### src/rtl/wb_serial_master.sv
// Byte-stream to Wishbone bridge: parses 'W'/'R' commands from rx bytes, runs one
// pipelined Wishbone cycle per command and returns response bytes on the tx side.
module wb_serial_master #(
  parameter int unsigned TIMEOUT = 1024
) (
  input  logic        clk_i,
  input  logic        rst_i,
  input  logic [7:0]  rx_data_i,
  input  logic        rx_valid_i,
  output logic [7:0]  tx_data_o,
  output logic        tx_valid_o,
  input  logic        tx_ready_i,
  output logic        wb_cyc_o,
  output logic        wb_stb_o,
  output logic        wb_we_o,
  output logic [31:0] wb_adr_o,
  output logic [31:0] wb_dat_o,
  output logic [3:0]  wb_sel_o,
  input  logic [31:0] wb_dat_i,
  input  logic        wb_ack_i,
  input  logic        wb_stall_i,
  output logic        busy_o,
  output logic        overrun_o,
  output logic [2:0]  dbg_state_o
);

  localparam logic [7:0] CMD_W = 8'h57;
  localparam logic [7:0] CMD_R = 8'h52;
  localparam logic [7:0] RSP_K = 8'h4B;
  localparam logic [7:0] RSP_Q = 8'h3F;
  localparam logic [7:0] RSP_E = 8'h45;
  localparam int TW = $clog2(TIMEOUT + 1);

  typedef enum logic [2:0] {IDLE, ADDR, DATA, REQ, WAIT, RESP} state_t;

  state_t          state, state_nx;
  logic [1:0]      byte_cnt;
  logic            is_write;
  logic [31:0]     adr, wdat, resp;
  logic [2:0]      resp_cnt;
  logic [TW-1:0]   tmr;
  logic            overrun;
  logic            ld_resp;
  logic [31:0]     resp_nx;
  logic [2:0]      resp_cnt_nx;
  logic            timed_out;

  // Handshakes: rx is a strobe with no backpressure; tx moves a byte on any
  // cycle with tx_valid_o & tx_ready_i; a Wishbone strobe is taken when stb & !stall.
  assign timed_out = (tmr == TW'(TIMEOUT));

  always_comb begin
    state_nx    = state;
    ld_resp     = 1'b0;
    resp_nx     = '0;
    resp_cnt_nx = '0;
    case (state)
      IDLE: begin
        if (rx_valid_i) begin
          if (rx_data_i == CMD_W || rx_data_i == CMD_R) begin
            state_nx = ADDR;
          end else begin
            state_nx    = RESP;
            ld_resp     = 1'b1;
            resp_nx     = {RSP_Q, 24'h0};
            resp_cnt_nx = 3'd1;
          end
        end
      end
      ADDR: if (rx_valid_i && byte_cnt == 2'd3) state_nx = is_write ? DATA : REQ;
      DATA: if (rx_valid_i && byte_cnt == 2'd3) state_nx = REQ;
      REQ, WAIT: begin
        // An ack in the accept cycle completes directly; completion beats timeout.
        if (wb_ack_i && (state == WAIT || !wb_stall_i)) begin
          state_nx = RESP;
          ld_resp  = 1'b1;
          if (is_write) begin
            resp_nx     = {RSP_K, 24'h0};
            resp_cnt_nx = 3'd1;
          end else begin
            resp_nx     = wb_dat_i;
            resp_cnt_nx = 3'd4;
          end
        end else if (timed_out) begin
          state_nx    = RESP;
          ld_resp     = 1'b1;
          resp_nx     = {RSP_E, 24'h0};
          resp_cnt_nx = 3'd1;
        end else if (state == REQ && !wb_stall_i) begin
          state_nx = WAIT;
        end
      end
      RESP: if (tx_ready_i && resp_cnt == 3'd1) state_nx = IDLE;
      default: state_nx = IDLE;
    endcase
  end

  always_ff @(posedge clk_i or negedge rst_i) begin
    if (!rst_i) state <= IDLE;
    else        state <= state_nx;
  end

  always_ff @(posedge clk_i or negedge rst_i) begin
    if (!rst_i) begin
      byte_cnt <= '0;
      is_write <= 1'b0;
      adr      <= '0;
      wdat     <= '0;
      resp     <= '0;
      resp_cnt <= '0;
      tmr      <= '0;
      overrun  <= 1'b0;
    end else begin
      if (state == IDLE && rx_valid_i) begin
        byte_cnt <= '0;
        is_write <= (rx_data_i == CMD_W);
      end
      if ((state == ADDR || state == DATA) && rx_valid_i) begin
        byte_cnt <= byte_cnt + 2'd1;
        if (state == ADDR) adr  <= {adr[23:0], rx_data_i};
        else               wdat <= {wdat[23:0], rx_data_i};
      end
      if (state == REQ || state == WAIT) tmr <= tmr + 1'b1;
      else                               tmr <= '0;
      // Response bytes leave MSB first from the top of the shift register.
      if (ld_resp) begin
        resp     <= resp_nx;
        resp_cnt <= resp_cnt_nx;
      end else if (state == RESP && tx_ready_i) begin
        resp     <= {resp[23:0], 8'h00};
        resp_cnt <= resp_cnt - 3'd1;
      end
      if (rx_valid_i && (state == REQ || state == WAIT || state == RESP)) overrun <= 1'b1;
    end
  end

  assign wb_cyc_o    = (state == REQ) || (state == WAIT);
  assign wb_stb_o    = (state == REQ);
  assign wb_we_o     = wb_cyc_o & is_write;
  assign wb_adr_o    = adr & 32'hFFFF_FFFC;
  assign wb_dat_o    = wdat;
  assign wb_sel_o    = 4'hF;
  assign tx_valid_o  = (state == RESP);
  assign tx_data_o   = resp[31:24];
  assign busy_o      = (state != IDLE);
  assign overrun_o   = overrun;
  assign dbg_state_o = state;

endmodule

### config.mk
export PLATFORM = sky130hd
export DESIGN_NAME = wb_serial_master
export DESIGN_NICKNAME = d
export VERILOG_FILES = /design/src/rtl/wb_serial_master.sv
export SDC_FILE = /design/constraint.sdc
export NUM_CORES = 1
export LEC_CHECK = 0
export ABC_CLOCK_PERIOD_IN_PS = 2580
export BUFFER_PORTS_ARGS = -buffer_cell sky130_fd_sc_hd__buf_2
export CAP_MARGIN = 5
export CELL_PAD_IN_SITES_DETAIL_PLACEMENT = 2
export CELL_PAD_IN_SITES_GLOBAL_PLACEMENT = 2
export CORE_MARGIN = 1.5
export CORE_UTILIZATION = 30
export CTS_CLUSTER_DIAMETER = 80
export DETAILED_ROUTE_END_ITERATION = 10
export GPL_TIMING_DRIVEN = 0
export PLACE_DENSITY_LB_ADDON = 0.05
export SYNTH_ARGS = -nofsm -noshare
export SYNTH_HDL_FRONTEND = slang
export SYNTH_SLANG_ARGS = --single-unit
### constraint.sdc
create_clock -name clk_i -period 2.58 [get_ports clk_i]
set_clock_uncertainty 0.15 [all_clocks]
set_input_delay 0 -clock clk_i [delete_from_list [all_inputs] [get_ports clk_i]]
set_output_delay 0 -clock clk_i [all_outputs]
set_load 0.1 [all_outputs]
After elaboration in Yosys (flattened, before gate mapping). Cells that the tools add are included.

Word-level logic and storage cells: 85. Bits of input ports: 46. Bits in registers: 117. Output and inout port bits: 85.

Bitwise logic cells: 2. Add/subtract/negate cells: 3. Eq/ne operators: 15. Muxes and demuxes: 34. Reductions and logical operators: 22.

Operators with widths (count): $mux 32 (4); $pmux 32 s2 (1); $mux 30 (2); $mux 3 (12); $mux 31 (1); $eq 8x7->1 const B (2); $pmux 3 s5 (1); $add 11x1->11 const B (1); $eq 11x11->1 const B (1); $mux 11 (1); $logic_and 1x1->1 (8); $mux 1 (8); $eq 3x1->1 const B (2); $eq 3x2->1 const B (2); $eq 3x3->1 const B (2); $ne 2x2->1 const B (3); $pmux 3 s2 (1); $logic_or 1x1->1 (5); $reduce_and 5->1 (1); $mux 2 (2); $ne 4x4->1 const B (1); $reduce_and 2->1 (2); $reduce_bool 2->1 (2); $logic_not 3->1 (1); 10 further kinds (10).

Longest topological paths before layout.
Word-level depth: 6. Mapped depth: 7. Mapped depth without buffers: 6.

Worst setup path before layout. No wires, ideal clock.

Kind: reg2out. From: register state[0] (netlist: dbg_state_o[0]). To: output wb_we_o. Arrival: 4082 ps. Stages on the path, launching flop included: 6. Path slack: -1652 ps. Buffers on the path: 1. Required time: 2430 ps. Path through: dfrtp_1 and3b_1 clkbuf_1 a21oi_1 inv_1 and2_1.

Cells in the longest elaborated chain, start to end: 3. Elaborated cells on any way between the ends: 4. Classes of those cells: eq/ne (2); bitwise (1); reduce/logical (1).

Ends and longest elaborated chain: from (decl) (RTL line 36) `state_t state, state_nx;`; from (signal assigned) (RTL line 100) `else state <= state_nx;`; $eq 3x2->1; net wb_stb_o (RTL line 14) `output logic wb_stb_o,`; $logic_or 1x1->1 (RTL line 137) `assign wb_cyc_o = (state == REQ) || (state == WAIT);`; net wb_cyc_o (RTL line 13) `output logic wb_cyc_o,`; $and 1x1->1 (RTL line 139) `assign wb_we_o = wb_cyc_o & is_write;`; to (decl) (RTL line 15) `output logic wb_we_o,`.

The timed path passes the listed nets, and every way through them passes these cells.

Final worst setup path.
From: register state[2] (netlist: dbg_state_o[2]). To: register resp[30].

Cells in the longest elaborated chain, start to end: 6. Elaborated cells on any way between the ends: 14. Classes of those cells: eq/ne (3); mux (5); reduce/logical (6).

Ends and longest elaborated chain: $eq 3x3->1 (RTL line 57, 74); $logic_or 1x1->1 (RTL line 74) `if (wb_ack_i && (state == WAIT || !wb_stall_i)) begin`; $logic_and 1x1->1 (RTL line 74); $mux 32 / $mux 1 (equally long branches) (RTL line 74); $pmux 32 s2 / $pmux 1 s2 (equally long branches) (RTL line 57) `case (state)`; $mux 32 / $reduce_bool 2->1 (equally long branches); to (signal assigned) (RTL line 127) `resp <= resp_nx;`; to (signal assigned) (RTL line 130) `resp <= {resp[23:0], 8'h00};`; to (decl) (RTL line 39) `logic [31:0] adr, wdat, resp;`.

Parallel ways exist; a longest one is shown, timed or not. A chain may end at the register's enable or synchronous reset.

==> out/results.tsv <==
stage	metric	value	unit
placement	dpl ws	0.1978	ns
clock_network	later-pin clock latency in the skew report	0.42	ns
yosys	syn_area_per_cell	11.47	sq um
placement	GPL Wtd Cong	0.7576	
cells_and_area	diode count	0	
yosys	sequential fraction of the synthesis area	0.5253	
floorplanning	IO Pins	131	
run_status	violated checks	DRC	
setup_path	reg2reg start	dbg_state_o[2]	
placement	Post-DP Area	6569	sq um
yosys	Synth Warn #	0	
setup_path	endpoint class of the critical path	flop	
setup_path	CP startpoint	dbg_state_o[2]	
clock_network	CTS root buf	clkbuf_16	
setup_path	Setup CP Type	flop to flop	
sta	final worst path period share	0.9312	
drt	Avg WL per Cell	17.90	um
setup_path	Slowest-stage cell, CP	dlygate4sd3_1	
drt	Pre-antenna DRT Iters	7	
sta	final setup vio count	0	
sta	min cycle time layout	2.402	ns
setup_path	WP data required	2.72	ns
drt	DRC	9	
setup_path	CP Launch Type	flop	
yosys	prevailing post-synth register cell	dfrtp_1	
grt	initial antenna violation count	0	
sta	worst setup margin	0.1775	ns
clock_network	CTS tree	done	
floorplanning	die width	139.3	um
min_path	Worst Hold Path EP	resp[5]	
cells_and_area	Area Overhead vs Synth	37.73	%
drt	Vias/cell	4.868	
sta	RSZ-0062 raised after global routing	no	
cells_and_area	fillcell total	1894	
grt	gr usage total	0.1816	
clock_network	Post-CTS Setup Bufs	0	
placement	DP HPWL	11.63	mm
grt	number of global-route vias before repair	5056	
floorplanning	Core ar.	18090	sq um
sta	slew margin rel.	0.6029	
sta	Setup TNS Final	0	ns
clock_network	Num CTS Buffers	17	
cells_and_area	Final Cell Area	7677	sq um
setup_path	Max FO, Critical Path	9	
min_path	hold_sp	wb_dat_i[5]	
drt	vias	4498	
clock_network	Worst-path clk slew	0.06	ns
drt	ANT nets after route	0	
sta	Hold Vio Cnt, Final	0	
sta	Final Slew Violations	0	
cells_and_area	layout cells sized above 1	0.4331	
clock_network	H-tree levels	4	
grt	GRT Residual Overflow	0	
yosys	Mapped Area	5574	sq um
sta	Worst Tran Pin Value	0.5956	ns
drt	First DRT Iteration DRCs	132	
floorplanning	Rows	49	
grt	largest net degree at the start of global routing	90	
floorplanning	full die area	19410	sq um
sta	highest clock rate	416.2	MHz
setup_path	arrival time worst endpoint	2.55	ns
setup_path	Worst R2R End	resp[30]	
run_status	status	finished with violations	
floorplanning	initial core utilization	0.3082	
min_path	Tightest Hold Check Type	primary input to flop	
clock_network	number of sinks on the clock net	117	
grt	global-route wire length before repair	27.56	mm
flow_run	maxcap violations	0	
yosys	Syn Inst Count	486	
cells_and_area	post-layout util	0.4245	
drt	final WL	16.54	mm
yosys	Async S/R FF share, synth	1.000	
cells_and_area	Final Net Count	733	
setup_path	slowest stage delay, CP	0.57	ns
yosys	flops & latches, synth	117	
setup_path	R2R cell count	7	
floorplanning	die height	139.3	um
setup_path	FF-to-FF setup slack	0.18	ns
yosys	Yosys cell types	60	
clock_network	Max Root-Sink Buffers	2	
setup_path	CP cell instances	buf_4 > or3b_1 > buf_2 > a21o_4 > nor3_1 > dlygate4sd3_1 > mux2i_1	
yosys	Post-synth EDFFs	0	
placement	PortBufs	124	
min_path	WHS Path Cells	4	
## logic make-up (layout without fill, tap and decap cells)
| group | after synthesis | in the layout | share of synthesized area |
|---|---|---|---|
| muxes | 70 | 70 | 0.1405 |
| DFF | 117 | 117 | 0.5253 |
| buffers and inverters | 86 | 291 | 0.09495 |
| and+or+nand+nor | 109 | 109 | 0.1064 |
| xor gates and xnor gates | 10 | 10 | 0.01571 |
| adders and majority gates | 5 | 5 | 0.01122 |
| AOI/OAI and AO/OA | 87 | 87 | 0.1046 |
| other | 2 | 6 | 0.001347 |
## per-layer routing
metal  global-route usage  part of all wire  up-vias
li1                     -                 -     2082
met1               0.2280              0.44     2292
met2               0.3119              0.51       98
met4              0.06551             0.017        0
met3              0.03407             0.031       26
met5                    0                 0        -
## worst max-delay path by stage
stage,end,slack (ns),cells after the start
after floorplan,resp[26],0.01,7
after global placement,dbg_state_o[2],-0.63,1
after detailed placement,resp[4],0.20,7
after CTS,wb_we_o,0.15,6
after global routing,resp[4],0.05,7
final,resp[30],0.18,7
## cell type report
type	instances	area (sq um)	share of cell area
Sequential cell	117	2934	0.3822
Multi-Input combinational cell	287	2151	0.2801
Clock inverter	15	192.7	0.02510
Tap cell	229	286.5	0.03732
Timing Repair Buffer	173	1145	0.1491
Inverter	12	48.80	0.006356
Clock buffer	17	425.4	0.05541
Buffer	74	494.2	0.06437
## placed cells by master (no fill, tap or decap), types with 8 or more instances in the layout
cell type	count
nand2_1	24
clkbuf_16	17
dlygate4sd3_1	47
inv_1	10
buf_4	46
nor2_1	12
dfrtp_1	114
a22oi_1	18
mux2_2	65
nand3_1	34
buf_2	138
o21ai_0	34
clkbuf_1	8
## timing repair
| action | 4_1_cts | 5_1_grt |
|---|---|---|
| resized for setup | 0 | 0 |
| hold buffers | 48 | 0 |
| hold endpoints to repair | 173 | 0 |
## metrics by stage
stage                     cells  hold WS (ns)
final                       924        0.1824
after global routing        924        0.2015
after CTS                   924        0.1655
after detailed placement    844       -0.2498
after global placement      843       0.06197
after floorplan             490       -0.4456
## registers in the layout, summed over array words and instances (netlist names)
signal       flops
resp            32
overrun_o        1
byte_cnt         2
adr             32
wb_dat_o        32
tmr             11
resp_cnt         3
dbg_state_o      3
is_write         1
## synth_stat cells (7+ instances only)
master    instances  area [sq um]
o21ai_0          34         170.2
mux2_2           65         732.0
inv_1            11         41.29
buf_2            15         75.07
nor2_1           12         45.04
nand2_1          24         90.09
buf_4            46         345.3
a21oi_1           7         35.03
clkbuf_1          9         33.78
dfrtp_1         117          2928
a22oi_1          18         135.1
nand3_1          34         170.2
## worst max-delay path, delay by kind of cell, from the launching register on
family | cells | cell delay, ns
multiplexers | 1 | 0.08
AO/OA/AOI/OAI | 1 | 0.26
flip-flops | 1 | 0.40
AND/OR/NAND/NOR | 2 | 0.49
buffers and inverters | 3 | 0.90
Power is not shown: default switching activity piles up to over one toggle a cycle in this logic, so the estimate is an artifact.
